File: src/rtl/vc_fifo_if.sv
// ----------------------------------------------------------------------------
// vc_fifo_if : write/read/status bundle of the multi-VC input buffer
// Rev 1.0    : err_overflow/err_underflow present only with VC_FIFO_ERR_EN
// ----------------------------------------------------------------------------
`default_nettype none

interface vc_fifo_if #(
  parameter int WIDTH  = 64,
  parameter int NUM_VC = 2,
  parameter int DEPTH  = 4
);
  localparam int VC_W  = $clog2(NUM_VC);
  localparam int CNT_W = $clog2(DEPTH + 1);

  logic [WIDTH-1:0]        in_data;
  logic [VC_W-1:0]         in_vc;
  logic                    in_valid;
  logic                    in_ready;
  logic [VC_W-1:0]         out_sel;
  logic [WIDTH-1:0]        out_data;
  logic                    out_valid;
  logic                    out_ready;
  logic [NUM_VC-1:0]       vc_nonempty;
  logic [NUM_VC-1:0]       almost_full;
  logic [NUM_VC*CNT_W-1:0] occupancy;
  logic [NUM_VC-1:0]       credit_ret;
`ifdef VC_FIFO_ERR_EN
  logic [NUM_VC-1:0]       err_overflow;
  logic [NUM_VC-1:0]       err_underflow;

  modport master (
    output in_data, in_vc, in_valid, out_sel, out_ready,
    input  in_ready, out_data, out_valid, vc_nonempty, almost_full,
           occupancy, credit_ret, err_overflow, err_underflow
  );
  modport slave (
    input  in_data, in_vc, in_valid, out_sel, out_ready,
    output in_ready, out_data, out_valid, vc_nonempty, almost_full,
           occupancy, credit_ret, err_overflow, err_underflow
  );
`else
  modport master (
    output in_data, in_vc, in_valid, out_sel, out_ready,
    input  in_ready, out_data, out_valid, vc_nonempty, almost_full,
           occupancy, credit_ret
  );
  modport slave (
    input  in_data, in_vc, in_valid, out_sel, out_ready,
    output in_ready, out_data, out_valid, vc_nonempty, almost_full,
           occupancy, credit_ret
  );
`endif
endinterface

`default_nettype wire

File: src/rtl/vc_fifo.sv
// ----------------------------------------------------------------------------
// vc_fifo : NUM_VC independent circular FIFOs, shared write port, selected read
// Rev 1.0 : optional sticky error flags under macro VC_FIFO_ERR_EN
// ----------------------------------------------------------------------------
`default_nettype none

module vc_fifo #(
  parameter int WIDTH  = 64,
  parameter int NUM_VC = 2,
  parameter int DEPTH  = 4
) (
  input wire        clk,
  input wire        rst_n,
  vc_fifo_if.slave  bus
);
  localparam int VC_W  = $clog2(NUM_VC);
  localparam int CNT_W = $clog2(DEPTH + 1);
  localparam int PTR_W = $clog2(DEPTH);
  localparam logic [CNT_W-1:0] FULL_CNT  = CNT_W'(DEPTH);
  localparam logic [CNT_W-1:0] AFULL_CNT = CNT_W'(DEPTH - 1);
  localparam logic [VC_W:0]    VC_LIMIT  = (VC_W + 1)'(NUM_VC);

  logic [WIDTH-1:0]  mem    [NUM_VC][DEPTH];
  logic [PTR_W-1:0]  wr_ptr [NUM_VC];
  logic [PTR_W-1:0]  rd_ptr [NUM_VC];
  logic [CNT_W-1:0]  count  [NUM_VC];
  logic [NUM_VC-1:0] push_vc;
  logic [NUM_VC-1:0] pop_vc;
  logic [NUM_VC-1:0] credit;
  logic [CNT_W-1:0]  in_count;
  logic [CNT_W-1:0]  out_count;
  logic [WIDTH-1:0]  head_data;
  logic              in_vc_ok;
  logic              in_ready;
  logic              out_valid;

  assign in_vc_ok = ({1'b0, bus.in_vc} < VC_LIMIT);

  // Select by comparison so an out-of-range index matches nothing.
  always_comb begin
    in_count  = '0;
    out_count = '0;
    head_data = '0;
    for (int v = 0; v < NUM_VC; v++) begin
      if (bus.in_vc == VC_W'(v)) in_count = count[v];
      if (bus.out_sel == VC_W'(v)) begin
        out_count = count[v];
        head_data = mem[v][rd_ptr[v]];
      end
    end
  end

  assign in_ready  = in_vc_ok && (in_count < FULL_CNT);
  assign out_valid = (out_count != '0);

  always_comb begin
    push_vc = '0;
    pop_vc  = '0;
    for (int v = 0; v < NUM_VC; v++) begin
      push_vc[v] = bus.in_valid && in_ready && (bus.in_vc == VC_W'(v));
      pop_vc[v]  = bus.out_ready && out_valid && (bus.out_sel == VC_W'(v));
    end
  end

  always_ff @(posedge clk) begin
    if (!rst_n) begin
      for (int v = 0; v < NUM_VC; v++) begin
        wr_ptr[v] <= '0;
        rd_ptr[v] <= '0;
        count[v]  <= '0;
      end
      credit <= '0;
    end else begin
      for (int v = 0; v < NUM_VC; v++) begin
        if (push_vc[v]) wr_ptr[v] <= wr_ptr[v] + PTR_W'(1);
        if (pop_vc[v])  rd_ptr[v] <= rd_ptr[v] + PTR_W'(1);
        if (push_vc[v] && !pop_vc[v])      count[v] <= count[v] + CNT_W'(1);
        else if (!push_vc[v] && pop_vc[v]) count[v] <= count[v] - CNT_W'(1);
      end
      credit <= pop_vc;
    end
  end

  // Storage is deliberately left out of reset.
  always_ff @(posedge clk) begin
    for (int v = 0; v < NUM_VC; v++) begin
      if (push_vc[v]) mem[v][wr_ptr[v]] <= bus.in_data;
    end
  end

  assign bus.in_ready   = in_ready;
  assign bus.out_valid  = out_valid;
  assign bus.out_data   = head_data;
  assign bus.credit_ret = credit;

  for (genvar v = 0; v < NUM_VC; v++) begin : g_vc_status
    assign bus.vc_nonempty[v]                 = (count[v] != '0);
    assign bus.almost_full[v]                 = (count[v] >= AFULL_CNT);
    assign bus.occupancy[v*CNT_W +: CNT_W]    = count[v];
  end

`ifdef VC_FIFO_ERR_EN
  logic [NUM_VC-1:0] err_ovf;
  logic [NUM_VC-1:0] err_unf;

  // Flags observe raw requests; the data path ignores them.
  always_ff @(posedge clk) begin
    if (!rst_n) begin
      err_ovf <= '0;
      err_unf <= '0;
    end else begin
      for (int v = 0; v < NUM_VC; v++) begin
        if (bus.in_valid && (bus.in_vc == VC_W'(v)) && (count[v] == FULL_CNT))
          err_ovf[v] <= 1'b1;
        if (bus.out_ready && (bus.out_sel == VC_W'(v)) && (count[v] == '0))
          err_unf[v] <= 1'b1;
      end
    end
  end

  assign bus.err_overflow  = err_ovf;
  assign bus.err_underflow = err_unf;
`endif
endmodule

`default_nettype wire

File: src/flat_wrapper.sv
// flat-port wrapper written by rule: the top's interface ports become plain ports
module vc_fifo_flat 
#(
  parameter int WIDTH  = 64,
  parameter int NUM_VC = 2,
  parameter int DEPTH  = 4
)
  (clk, rst_n, bus_in_data, bus_in_vc, bus_in_valid, bus_out_sel, bus_out_ready, bus_in_ready, bus_out_data, bus_out_valid, bus_vc_nonempty, bus_almost_full, bus_occupancy, bus_credit_ret);
  vc_fifo_if #(.WIDTH(WIDTH), .NUM_VC(NUM_VC), .DEPTH(DEPTH)) bus_i ();
  input wire clk;
  input wire rst_n;
  input wire logic [$bits(bus_i.in_data)-1:0] bus_in_data;
  input wire logic [$bits(bus_i.in_vc)-1:0] bus_in_vc;
  input wire logic [$bits(bus_i.in_valid)-1:0] bus_in_valid;
  input wire logic [$bits(bus_i.out_sel)-1:0] bus_out_sel;
  input wire logic [$bits(bus_i.out_ready)-1:0] bus_out_ready;
  output wire logic [$bits(bus_i.in_ready)-1:0] bus_in_ready;
  output wire logic [$bits(bus_i.out_data)-1:0] bus_out_data;
  output wire logic [$bits(bus_i.out_valid)-1:0] bus_out_valid;
  output wire logic [$bits(bus_i.vc_nonempty)-1:0] bus_vc_nonempty;
  output wire logic [$bits(bus_i.almost_full)-1:0] bus_almost_full;
  output wire logic [$bits(bus_i.occupancy)-1:0] bus_occupancy;
  output wire logic [$bits(bus_i.credit_ret)-1:0] bus_credit_ret;
  assign bus_i.in_data = bus_in_data;
  assign bus_i.in_vc = bus_in_vc;
  assign bus_i.in_valid = bus_in_valid;
  assign bus_i.out_sel = bus_out_sel;
  assign bus_i.out_ready = bus_out_ready;
  assign bus_in_ready = bus_i.in_ready;
  assign bus_out_data = bus_i.out_data;
  assign bus_out_valid = bus_i.out_valid;
  assign bus_vc_nonempty = bus_i.vc_nonempty;
  assign bus_almost_full = bus_i.almost_full;
  assign bus_occupancy = bus_i.occupancy;
  assign bus_credit_ret = bus_i.credit_ret;
  vc_fifo #(.WIDTH(WIDTH), .NUM_VC(NUM_VC), .DEPTH(DEPTH)) u_core (.clk(clk), .rst_n(rst_n), .bus(bus_i));
endmodule
File: config.mk
export PLATFORM = sky130hd
export DESIGN_NAME = vc_fifo_flat
export DESIGN_NICKNAME = d
export VERILOG_FILES = /design/src/rtl/vc_fifo_if.sv /design/src/rtl/vc_fifo.sv /design/src/flat_wrapper.sv
export SDC_FILE = /design/constraint.sdc
export NUM_CORES = 1
export LEC_CHECK = 0
export BUFFER_PORTS_ARGS = -buffer_cell sky130_fd_sc_hd__buf_2
export CAP_MARGIN = 40
export CORE_AREA = 4 4 228 230
export CTS_CLUSTER_DIAMETER = 60
export DETAILED_ROUTE_END_ITERATION = 6
export DIE_AREA = 0 0 232 234
export PLACE_DENSITY_LB_ADDON = 0.12
export SYNTH_ARGS = -nofsm -noshare
export SYNTH_HDL_FRONTEND = slang
export SYNTH_SLANG_ARGS = --single-unit
File: constraint.sdc
create_clock -name clk -period 5.8 [get_ports clk]
set_input_delay 0.87 -clock clk [delete_from_list [all_inputs] [get_ports clk]]
set_output_delay 0.87 -clock clk [all_outputs]
set_load 0.01 [all_outputs]
==> impl_results.md, run 1 <==
- Worst hold path class: in2reg
- P&R area growth vs syn: 17.0%
- First-pass GRT wire length: 67100 µm
- Worst Setup Slack, final: 2200 ps
- Die area: around 54000 µm²
- CP Capture Type: output port
- Worst-path cell chain: buf_4, mux4_2, nand2_1, nand2_1, buf_2
- Die width: 232 µm
- Synth warnings: 0
- Synth Area in Compound Gates: less than 1%
- Synth Instances: 978
- Max FO, Critical Path: 27
- Critical path type: reg2out
- Avg WL per Cell: 23.7 µm
- Fin. max-slew vios: 0
- Std-Cell Rows: slightly above 80
- Lkg Pwr: 0.00807 µW
- Synthesized flop and latch total: about 530
- CTS H-tree depth: 2
- DR vias/cell: 5.08
- DP Worst Slack: around 2300 ps
- Final Util: between 40 and 50%
- Ratio of cells with drive above 1 in the final layout: 33.0%
- Final setup viols: 0
- VDD IR max: about 250 µV
- P_int: about 6800 µW
- Fin area: 23800 µm²
- Detailed-route wire length: 44600 µm
- Finished Layout Cells: between 1500 and 2000
- Nets@finish: 1242
- Number of synthesized flops with an enable pin: between 500 and 600
- TritonCTS clock tree: yes
- Syn Area/Cell: roughly 21 µm²
- Antenna viol nets, final: 0
- Cts bufs inserted: 55
- Combinational group share of total power: 9.2%
- Predominant post-synthesis flop cell: edfxtp_1
- Sw Share: 22.4%
- Global placement routability congestion: 0.709
- Core Region: 49900 µm²
- Synth Cell Area: 20300 µm²
- Critical path startpoint: u_core.rd_ptr[0][1]
- Crit path DAT: 2730 ps
- Syn nets: 1061
- Vias: 9560
- Placed Cells: between 1500 and 2000
- Minimum clock period: 3600 ps
- Clock Power Share: 40.9%
- XOR/XNOR Fraction of Synth Area: 0.302%
- Postcts setup bufs: 0
- Flop pwr share: 49.9%
- Top-count cell post-synth: edfxtp_1
- R2r startpoint: u_core.count[0][2]
- Worst path max stage delay: approximately 820 ps
- Family with the most delay on the worst path: flip-flops
- Vias in the first global route: 10400
- Startpoint Class: register
- Total grt overflow: 0
- Max-cap violations: 0
- Least-Margin Pin Slew: 855 ps
- DRC violations left: 0
- Cell area power density: between 300 and 400 nW/µm²
- Clk sinks: 528
- Initial core utilization: 40.7%
- Simple-Gate Fraction of Synth Area: ~4.7%
- Area of the multi-input gates: 4200 µm²
- I/O Pins: 148
- Slowest stage cell, crit path: edfxtp_1
- Filler cell count: 4289
- DR iter-0 viols: a little under 600
- Initial antenna violation count: 7
- Largest net degree at the start of global routing: 52
- CTS Root Cell: clkbuf_16
- Reg clk slew, reported paths: 60 ps
- Dpl cell area: 21900 µm²
- Reg area: 15800 µm²
- Adder-Cell Fraction of Synth Area: 0.838%
- Yosys top cell area share: 77.8%
- Fin Setup TNS: 0 ps
- Largest family of logic cells by synthesized area: multiplexers
- Die height: 234 µm
- Cts repair resizes: 0
- Global Route Usage Sum: 16.7%
- Final hold vios: 0
- RSZ-0062 raised after global routing: false
- Switching power: 1960 µW
- Yosys cell types: 35
- Most frequent CP cell: nand2_1
- Post-synth top cells: edfxtp_1 (526), nand2_1 (199), mux4_2 (128), buf_2 (17), clkbuf_1 (16)
- Hold path startpoint: bus_in_data[30]
- Synth area leader: edfxtp_1
- Max Buffers Root-to-Sink: 3
- Router iterations before antenna repair: 4
- Post-synthesis mux area share: 14.2%
- Outcome: finished, final reports clean
- Worst Clk Skew: 19.3 ps
- IO Port Bufs: 147
- Sequential cell area fraction in the yosys report: 78.0%
- WP buf/inv: 2
- Fmax: 278 MHz
- Main area contributors after synthesis: edfxtp_1 (78%), mux4_2 (14%), nand2_1 (3.7%)
- Post-synthesis async set-or-reset flop share: 0%
- Insertion delay of the later-clocked pin in the worst-skew pair: around 600 ps
- Dpl hpwl: 24500 µm
- Final worst-path cycle share: 62.0%
- Hold buffers post-CTS: 0
- Rel. slew slack: 43.0%
- CP required: 4930 ps
[path summary, 6_finish.rpt]
path	end	slack (ps)	cells past startpoint
worst max-delay path	bus_out_data[63]	2200	5
worst max register to register	u_core.mem[0][239]	3010	3
worst min-delay path	u_core.mem[0][478]	540	1
worst min register to register	u_core.wr_ptr[0][2]	640	1
[stage by stage]
step                      total power [µW]  hold slack, ps
after CTS                             8860             497
after detailed placement              5270             631
after floorplan                       4940             591
after global placement                5260             619
final                                 8740             541
after global routing                  9090             514
[power groups by stage]
stage | sequential [µW] | combinational (µW) | clock, µW
CTS | 4360 | 829 | 3670
finish | 4360 | 801 | 3570
floorplan | 4440 | 507 | 0
global placement | 4450 | 810 | 0
global route | 4370 | 881 | 3830
detailed placement | 4440 | 827 | 0
[state kept, by name, indices dropped and copies added (netlist names)]
name	count
u_core.count	6
u_core.bus.credit_ret	2
u_core.wr_ptr	4
u_core.mem	512
u_core.rd_ptr	4
[placed cells by master (no fill, tap or decap), types with 8 or more instances in the layout]
| cell | instances |
|---|---|
| edfxtp_1 | 526 |
| nand2_1 | 199 |
| buf_2 | 146 |
| mux4_2 | 128 |
| clkbuf_16 | 56 |
| buf_4 | 17 |
| clkinv_2 | 16 |
| clkinv_1 | 14 |
| nor2_1 | 13 |
| ha_1 | 12 |
| inv_1 | 11 |
| and2_4 | 9 |
| bufinv_16 | 8 |
[worst register-to-register path: cells and delay by family, from the launching register on]
family / cells / cell delay [ps]
simple gates: 2 / 1390
buf+inv: 1 / 550
flops: 1 / 510
[final cells by class]
class	instances	share of cell area, %
Tap cell	672	3.54
Clock inverter	44	1.81
Sequential cell	528	66.7
Inverter	12	0.190
Clock buffer	60	5.96
Multi-Input combinational cell	394	17.7
Timing Repair Buffer	168	4.10
Antenna cell	3	0.0316
[kinds of logic after synthesis]
group           count (synthesis)
xor+xnor                        7
buf+inv                        56
fa+ha+maj                      13
mux                           129
simple gates                  235
flops                         528
compound gates                 10
[routing by layer]
layer	vias up	track usage, %	part of all wire, %
li1	4263	-	-
met1	5041	22.6	44
met2	183	27.9	50
met3	63	3.98	5.0
met4	10	3.46	1.4
met5	-	0	0.13
Power figures use the tool's default switching activity.
==> run 2, diff against run 1 <==
ABC_AREA = 1   (was not set)
CORE_AREA = 4 4 232 234   (was 4 4 228 230)
DIE_AREA = 0 0 236 238   (was 0 0 232 234)
clock period = 3.55 ns   (was 5.8 ns; I/O delays follow)
==> impl_results.md, run 2 <==
- Insertion delay of the later-clocked pin in the worst-skew pair: 590 ps (about the same)
- Max FO, Critical Path: 34 (+26%)
- Main area contributors after synthesis: edfxtp_1 (75%), nor2_1 (4.9%), a31oi_1 (3.7%)
- Worst hold path class: in2reg
- Synth warnings: 0 (unchanged)
- Sequential cell area fraction in the yosys report: 75.1% (-2.9 points)
- Synth area leader: edfxtp_1
- Final hold vios: 0 (unchanged)
- Die width: 236 µm (+1.7%)
- Synthesized flop and latch total: 528 (unchanged)
- Nets@finish: 1733 (+40%)
- DR vias/cell: 5.36 (+5.4%)
- VDD IR max: 344 µV (+38%)
- Total grt overflow: 0 (unchanged)
- Synth Instances: 1528 (+56%)
- Hold path startpoint: bus_in_data[33]
- Dpl hpwl: 26900 µm (+10%)
- Fin. max-slew vios: 0 (unchanged)
- TritonCTS clock tree: yes
- Commonest non-fill, non-tap cell in the layout: edfxtp_1
- R2r startpoint: u_core.count[0][2]
- Top layer in use: met5
- Final worst-path cycle share: just under 90%
- Outcome: finished, final reports clean
- Postcts setup bufs: 0 (unchanged)
- Initial antenna violation count: 8 (+1)
- Fmax: 319 MHz
- Vias in the first global route: 12600 (+21%)
- DRC violations left: 0 (unchanged)
- Hold buffers post-CTS: 0 (unchanged)
- Routed met1 length: 24200 µm (+24%)
- CTS Root Cell: clkbuf_16
- Post-synthesis async set-or-reset flop share: 0% (unchanged)
- Antenna viol nets, final: 0 (unchanged)
- Largest net degree at the start of global routing: 131 (+150%)
- Predominant post-synthesis flop cell: edfxtp_1
- Rel. slew slack: 46.4% (+3.4 points)
- Global Route Usage Sum: 18.5% (+1.8 points)
- First-pass GRT wire length: 79700 µm (+19%)
- Max-cap violations: 0 (unchanged)
- RSZ-0062 raised after global routing: false
- Cts bufs inserted: 55 (unchanged)
- Cell area power density: 571 nW/µm² (+55%)
- Minimum clock period: 3130 ps
- Met3 wire len: 2620 µm (+17%)
- CP required: 3020 ps (-1910 ps)
- I/O Pins: 148 (unchanged)
- Final Power: 13800 µW (+58%)
- Met2 WL: 25400 µm (+15%)
- Die area: 56200 µm² (+3.5%)
- Cts repair resizes: 0 (unchanged)
- Initial core utilization: 40.5% (-0.17 points)
- P&R area growth vs syn: 14.6%
- Syn Area/Cell: 13.8 µm² (-34%)
- Critical path startpoint: u_core.rd_ptr[0][0]
- Startpoint Class: register
- Number of flip-flops in the largest register: 512 (unchanged)
- Yosys top cell area share: 74.9% (-2.9 points)
- DR iter-0 viols: 876 (+49%)
- Synth Cell Area: 21100 µm² (+3.9%)
- CTS H-tree depth: 2 (unchanged)
- Clk sinks: 528 (unchanged)
- Detailed-route wire length: 53300 µm (+20%)
- Top-count cell post-synth: edfxtp_1
- Post-synth top cells: edfxtp_1 (526), nor2_1 (278), nand3_1 (129), a31oi_1 (126), o21ai_0 (85)
- Reg clk slew, reported paths: 60 ps (about the same)
- Final setup viols: 0 (unchanged)
- Number of synthesized flops with an enable pin: 526 (unchanged)
- Core Region: 52000 µm² (+4.3%)
- Crit path DAT: 2600 ps (-130 ps)
- Ratio of cells with drive above 1 in the final layout: 16.6% (-16 points)
- IO Port Bufs: 147 (unchanged)
- Critical path type: reg2out
- Worst Clk Skew: 11.1 ps (-8.20 ps)
- Global placement routability congestion: 0.744 (+5.0%)
- Commonest non-fill, non-tap cells in the layout: edfxtp_1 (526), nor2_1 (270), buf_2 (147)
- Least-Margin Pin Slew: 804 ps (-50.7 ps)
- Std-Cell Rows: 84 (+2.4%)
- Filler cell count: 4710 (+9.8%)
- Avg WL per Cell: 22.4 µm (-5.7%)
- Vias: 12800 (+34%)
- CP Capture Type: output port
- Router iterations before antenna repair: 5 (+1)
- Yosys cell types: 36 (+2.9%)
- Lkg Pwr: 0.00822 µW (+1.8%)
- Syn nets: 1611 (+52%)
- Max Buffers Root-to-Sink: 3 (unchanged)
- Finished Layout Cells: 2385 (+27%)
- Placed Cells: 2281 (+29%)
- Die height: 238 µm (+1.7%)
[run 2: where the power goes]
part	internal (µW)	leakage [µW]	switching (µW)
sequential	7020	0.00480	44.7
combinational	409	0.00263	965
clock	3080	0.000795	2280
total	10500	0.00822	3290
[run 2: cells by family (layout without fill, tap and decap cells)]
logic type | Yosys count | count (layout) | share of synthesized area, %
fa+ha+maj | 13 | 13 | 0.807
compound gates | 326 | 326 | 9.61
buf+inv | 150 | 313 | 3.90
xor+xnor | 4 | 4 | 0.166
simple gates | 507 | 507 | 10.4
flops | 528 | 528 | 75.1
other cells | 0 | 6 | 0
[run 2: layer usage]
metal	track usage, %	up-vias
li1	-	6016
met1	25.6	6386
met2	30.4	304
met3	3.46	63
met4	4.61	4
met5	0	-
[run 2: path summary, 6_finish.rpt]
| path | endpoint | slack, ps | cells after the start |
|---|---|---|---|
| min | u_core.mem[0][289] | 210 | 1 |
| min reg2reg | u_core.wr_ptr[0][0] | 630 | 1 |
| max | bus_out_data[0] | 420 | 5 |
| max reg2reg | u_core.mem[0][156] | 1450 | 4 |
[run 2: layout make-up]
cell class	instances	area, µm²	area share [%]
antenna	6	15.0	0.0621
timing repair buffer	180	1160	4.79
sequential	528	15800	65.5
inverter	35	149	0.616
clock inverter	21	155	0.642
tap	688	861	3.56
clock buffer	77	1500	6.21
multi-input combinational	850	4500	18.6
[run 2: worst max-delay path: stages (launching register included)]
cell	delay (ps)
edfxtp_1	470
inv_4	360
buf_4	400
o21ai_1	130
a32oi_1	430
buf_2	220
[run 2: metrics by stage]
step           util [%]  worst slack [ps]  hold WS [ps]  TNS [ps]  instance area [µm²]
2_1_floorplan         -              -387           590   -148270                21100
3_3_place_gp       43.2              1040           618         0                22500
3_5_place_dp       43.2              1020           626         0                22500
4_1_cts            46.4               372           175         0                24200
5_1_grt            46.4               264           193         0                24200
6_report           46.5               419           215         0                24200
==> run 3, diff against run 2 <==
SETUP_SLACK_MARGIN = 0.5   (was not set)
==> impl_results.md, run 3 (same netlist as run 2, synthesis figures left out) <==
- Outcome: finished, final reports clean
- Critical path startpoint: u_core.rd_ptr[0][0]
- RSZ-0062 raised after global routing: true
- Insertion delay of the later-clocked pin in the worst-skew pair: 590 ps (about the same)
- Final worst-path cycle share: 82.1% (-6.1 points)
- Ratio of cells with drive above 1 in the final layout: 17.2% (+0.62 points)
- Reg-to-Reg End: u_core.mem[0][176]
- Total grt overflow: 0 (unchanged)
- Flop pwr share: 50.8% (-0.4 points)
- Die height: 238 µm (unchanged)
- DP Worst Slack: 1020 ps (unchanged)
- Worst hold path class: in2reg
- Clock Power Share: 38.7% (-0.2 points)
- Global placement routability congestion: 0.744 (unchanged)
- Clk sinks: 528 (unchanged)
- DRC violations left: 0 (unchanged)
- R2r startpoint: u_core.count[0][2]
- Die area: 56200 µm² (unchanged)
- Sw Share: 24.1% (+0.25 points)
- Minimum clock period: 2920 ps (-216 ps)
- Die width: 236 µm (unchanged)
- Critical path type: reg2out
- Router iterations before antenna repair: 5 (unchanged)
- Global Route Usage Sum: 18.8% (+0.36 points)
- CP Capture Type: output port
- Rel. slew slack: 45.2% (-1.2 points)
- Antenna viol nets, final: 0 (unchanged)
- Max FO, Critical Path: 46 (+35%)
- Initial antenna violation count: 8 (unchanged)
- Filler cell count: 4692 (-0.38%)
- Commonest non-fill, non-tap cell in the layout: edfxtp_1
- Crit path DAT: 2380 ps (-220 ps)
- P&R area growth vs syn: 15.6%
- Combinational group share of total power: 10.5% (+0.5 points)
- Dpl hpwl: 26900 µm (unchanged)
- Worst Clk Skew: 11.9 ps (+0.777 ps)
- Final hold vios: 0 (unchanged)
- Number of flip-flops in the largest register: 512 (unchanged)
- Setup crit end: bus_out_data[63]
- R2R depth: 4 (unchanged)
- Startpoint Class: register
- First-pass GRT wire length: 80800 µm (+1.4%)
- IO Port Bufs: 147 (unchanged)
- Initial core utilization: 40.5% (unchanged)
- I/O Pins: 148 (unchanged)
- Vias in the first global route: 12700 (+0.53%)
- WHS Path Cells: 1 (unchanged)
- Final setup viols: 0 (unchanged)
- Fin. max-slew vios: 0 (unchanged)
- Vias: 13000 (+1.7%)
- Nets@finish: 1742 (+0.52%)
- Cell area power density: 570 nW/µm² (-0.18%)
- Avg WL per Cell: 23.3 µm (+4.0%)
- Largest net degree at the start of global routing: 129 (-1.5%)
- Max Buffers Root-to-Sink: 3 (unchanged)
- Reg clk slew, reported paths: 60 ps (about the same)
- Min Hold Slack: 214 ps (-1.04 ps)
- Fin Setup TNS: 0 ps (unchanged)
- Commonest non-fill, non-tap cells in the layout: edfxtp_1 (526), nor2_1 (270), buf_2 (147)
- Max-cap violations: 0 (unchanged)
- Lkg Pwr: 0.00832 µW (+1.3%)
- Placed Cells: 2281 (unchanged)
- CTS H-tree depth: 2 (unchanged)
- Fmax: 343 MHz (+7.4%)
- Std-Cell Rows: 84 (unchanged)
- Finished Layout Cells: 2394 (+0.38%)
- Final Util: 46.9% (+0.42 points)
- Worst Setup Slack, final: 635 ps (+216 ps)
- TritonCTS clock tree: yes
- Hold buffers post-CTS: 0 (unchanged)
- CP required: 3020 ps (about the same)
- VDD IR max: 344 µV (+0.20%)
- R2R setup slack: 1460 ps (about the same)
- DR iter-0 viols: 992 (+13%)
- DR vias/cell: 5.43 (+1.3%)
- Detailed-route wire length: 55700 µm (+4.4%)
- Switching power: 3350 µW (+1.8%)
- Core Region: 52000 µm² (unchanged)
- Cts bufs inserted: 55 (unchanged)
- Least-Margin Pin Slew: 822 ps (+18.0 ps)
- CTS Root Cell: clkbuf_16
- P_int: 10500 µW (+0.39%)
run 3: critical path, cell delays in order, from the launching register on:
cell and delay (ps):
edfxtp_1 360, buf_4 190, inv_8 200, buf_12 270, o21ai_1 110, a32oi_1 430
buf_2 220
run 3: worst min path at each step:
| stage | slack, ps | endpoint | from |
|---|---|---|---|
| floorplan | 590 | u_core.wr_ptr[0][0] | u_core.wr_ptr[0][0] |
| global placement | 620 | u_core.wr_ptr[0][2] | u_core.wr_ptr[0][2] |
| detailed placement | 630 | u_core.wr_ptr[0][0] | u_core.wr_ptr[0][0] |
| CTS | 170 | u_core.mem[0][289] | bus_in_data[33] |
| global route | 190 | u_core.mem[0][90] | bus_in_data[26] |
| finish | 210 | u_core.mem[0][289] | bus_in_data[33] |
run 3: per-stage QoR:
step,cell area (µm²),total power (µW)
final,24400,13900
after global routing,24400,14400
after CTS,24300,14000
after detailed placement,22500,8600
after global placement,22500,8580
after floorplan,21100,8040
run 3: layout make-up:
class / count / area [µm²] / share of cell area (%)
diodes: 6 / 15.0 / 0.0616
clock buffers: 77 / 1500 / 6.16
clock inverters: 21 / 155 / 0.636
inverters: 35 / 188 / 0.769
multi-input cells: 850 / 4520 / 18.5
flip-flops and latches: 528 / 15800 / 64.9
well taps: 688 / 861 / 3.53
repair buffers: 188 / 1310 / 5.36
repair inverters: 1 / 8.76 / 0.0359
run 3: power by group through the flow:
stage / Clock (µW) / Combinational [µW] / Sequential, µW
5_1_grt: 5740 / 1600 / 7070
4_1_cts: 5500 / 1450 / 7060
3_5_place_dp: 0 / 1400 / 7190
6_report: 5380 / 1460 / 7060
2_1_floorplan: 0 / 839 / 7200
3_3_place_gp: 0 / 1390 / 7190
run 3: per-layer routing:
layer  vias to the layer above  track usage, %  routed length (µm)
met5                         -               0                  27
met4                         4            5.07                1190
met3                        73            3.54                3120
met2                       391            30.6               26600
met1                      6492            26.3               24700
li1                       6031               -                   -
run 3: repair_timing:
| action | CTS | global route |
|---|---|---|
| cloned | 2 | 2 |
| pin swaps | 0 | 0 |
| endpoints found under the setup margin | 40 | 22 |
| gates resized for setup | 14 | 9 |
| setup buffers | 1 | 4 |
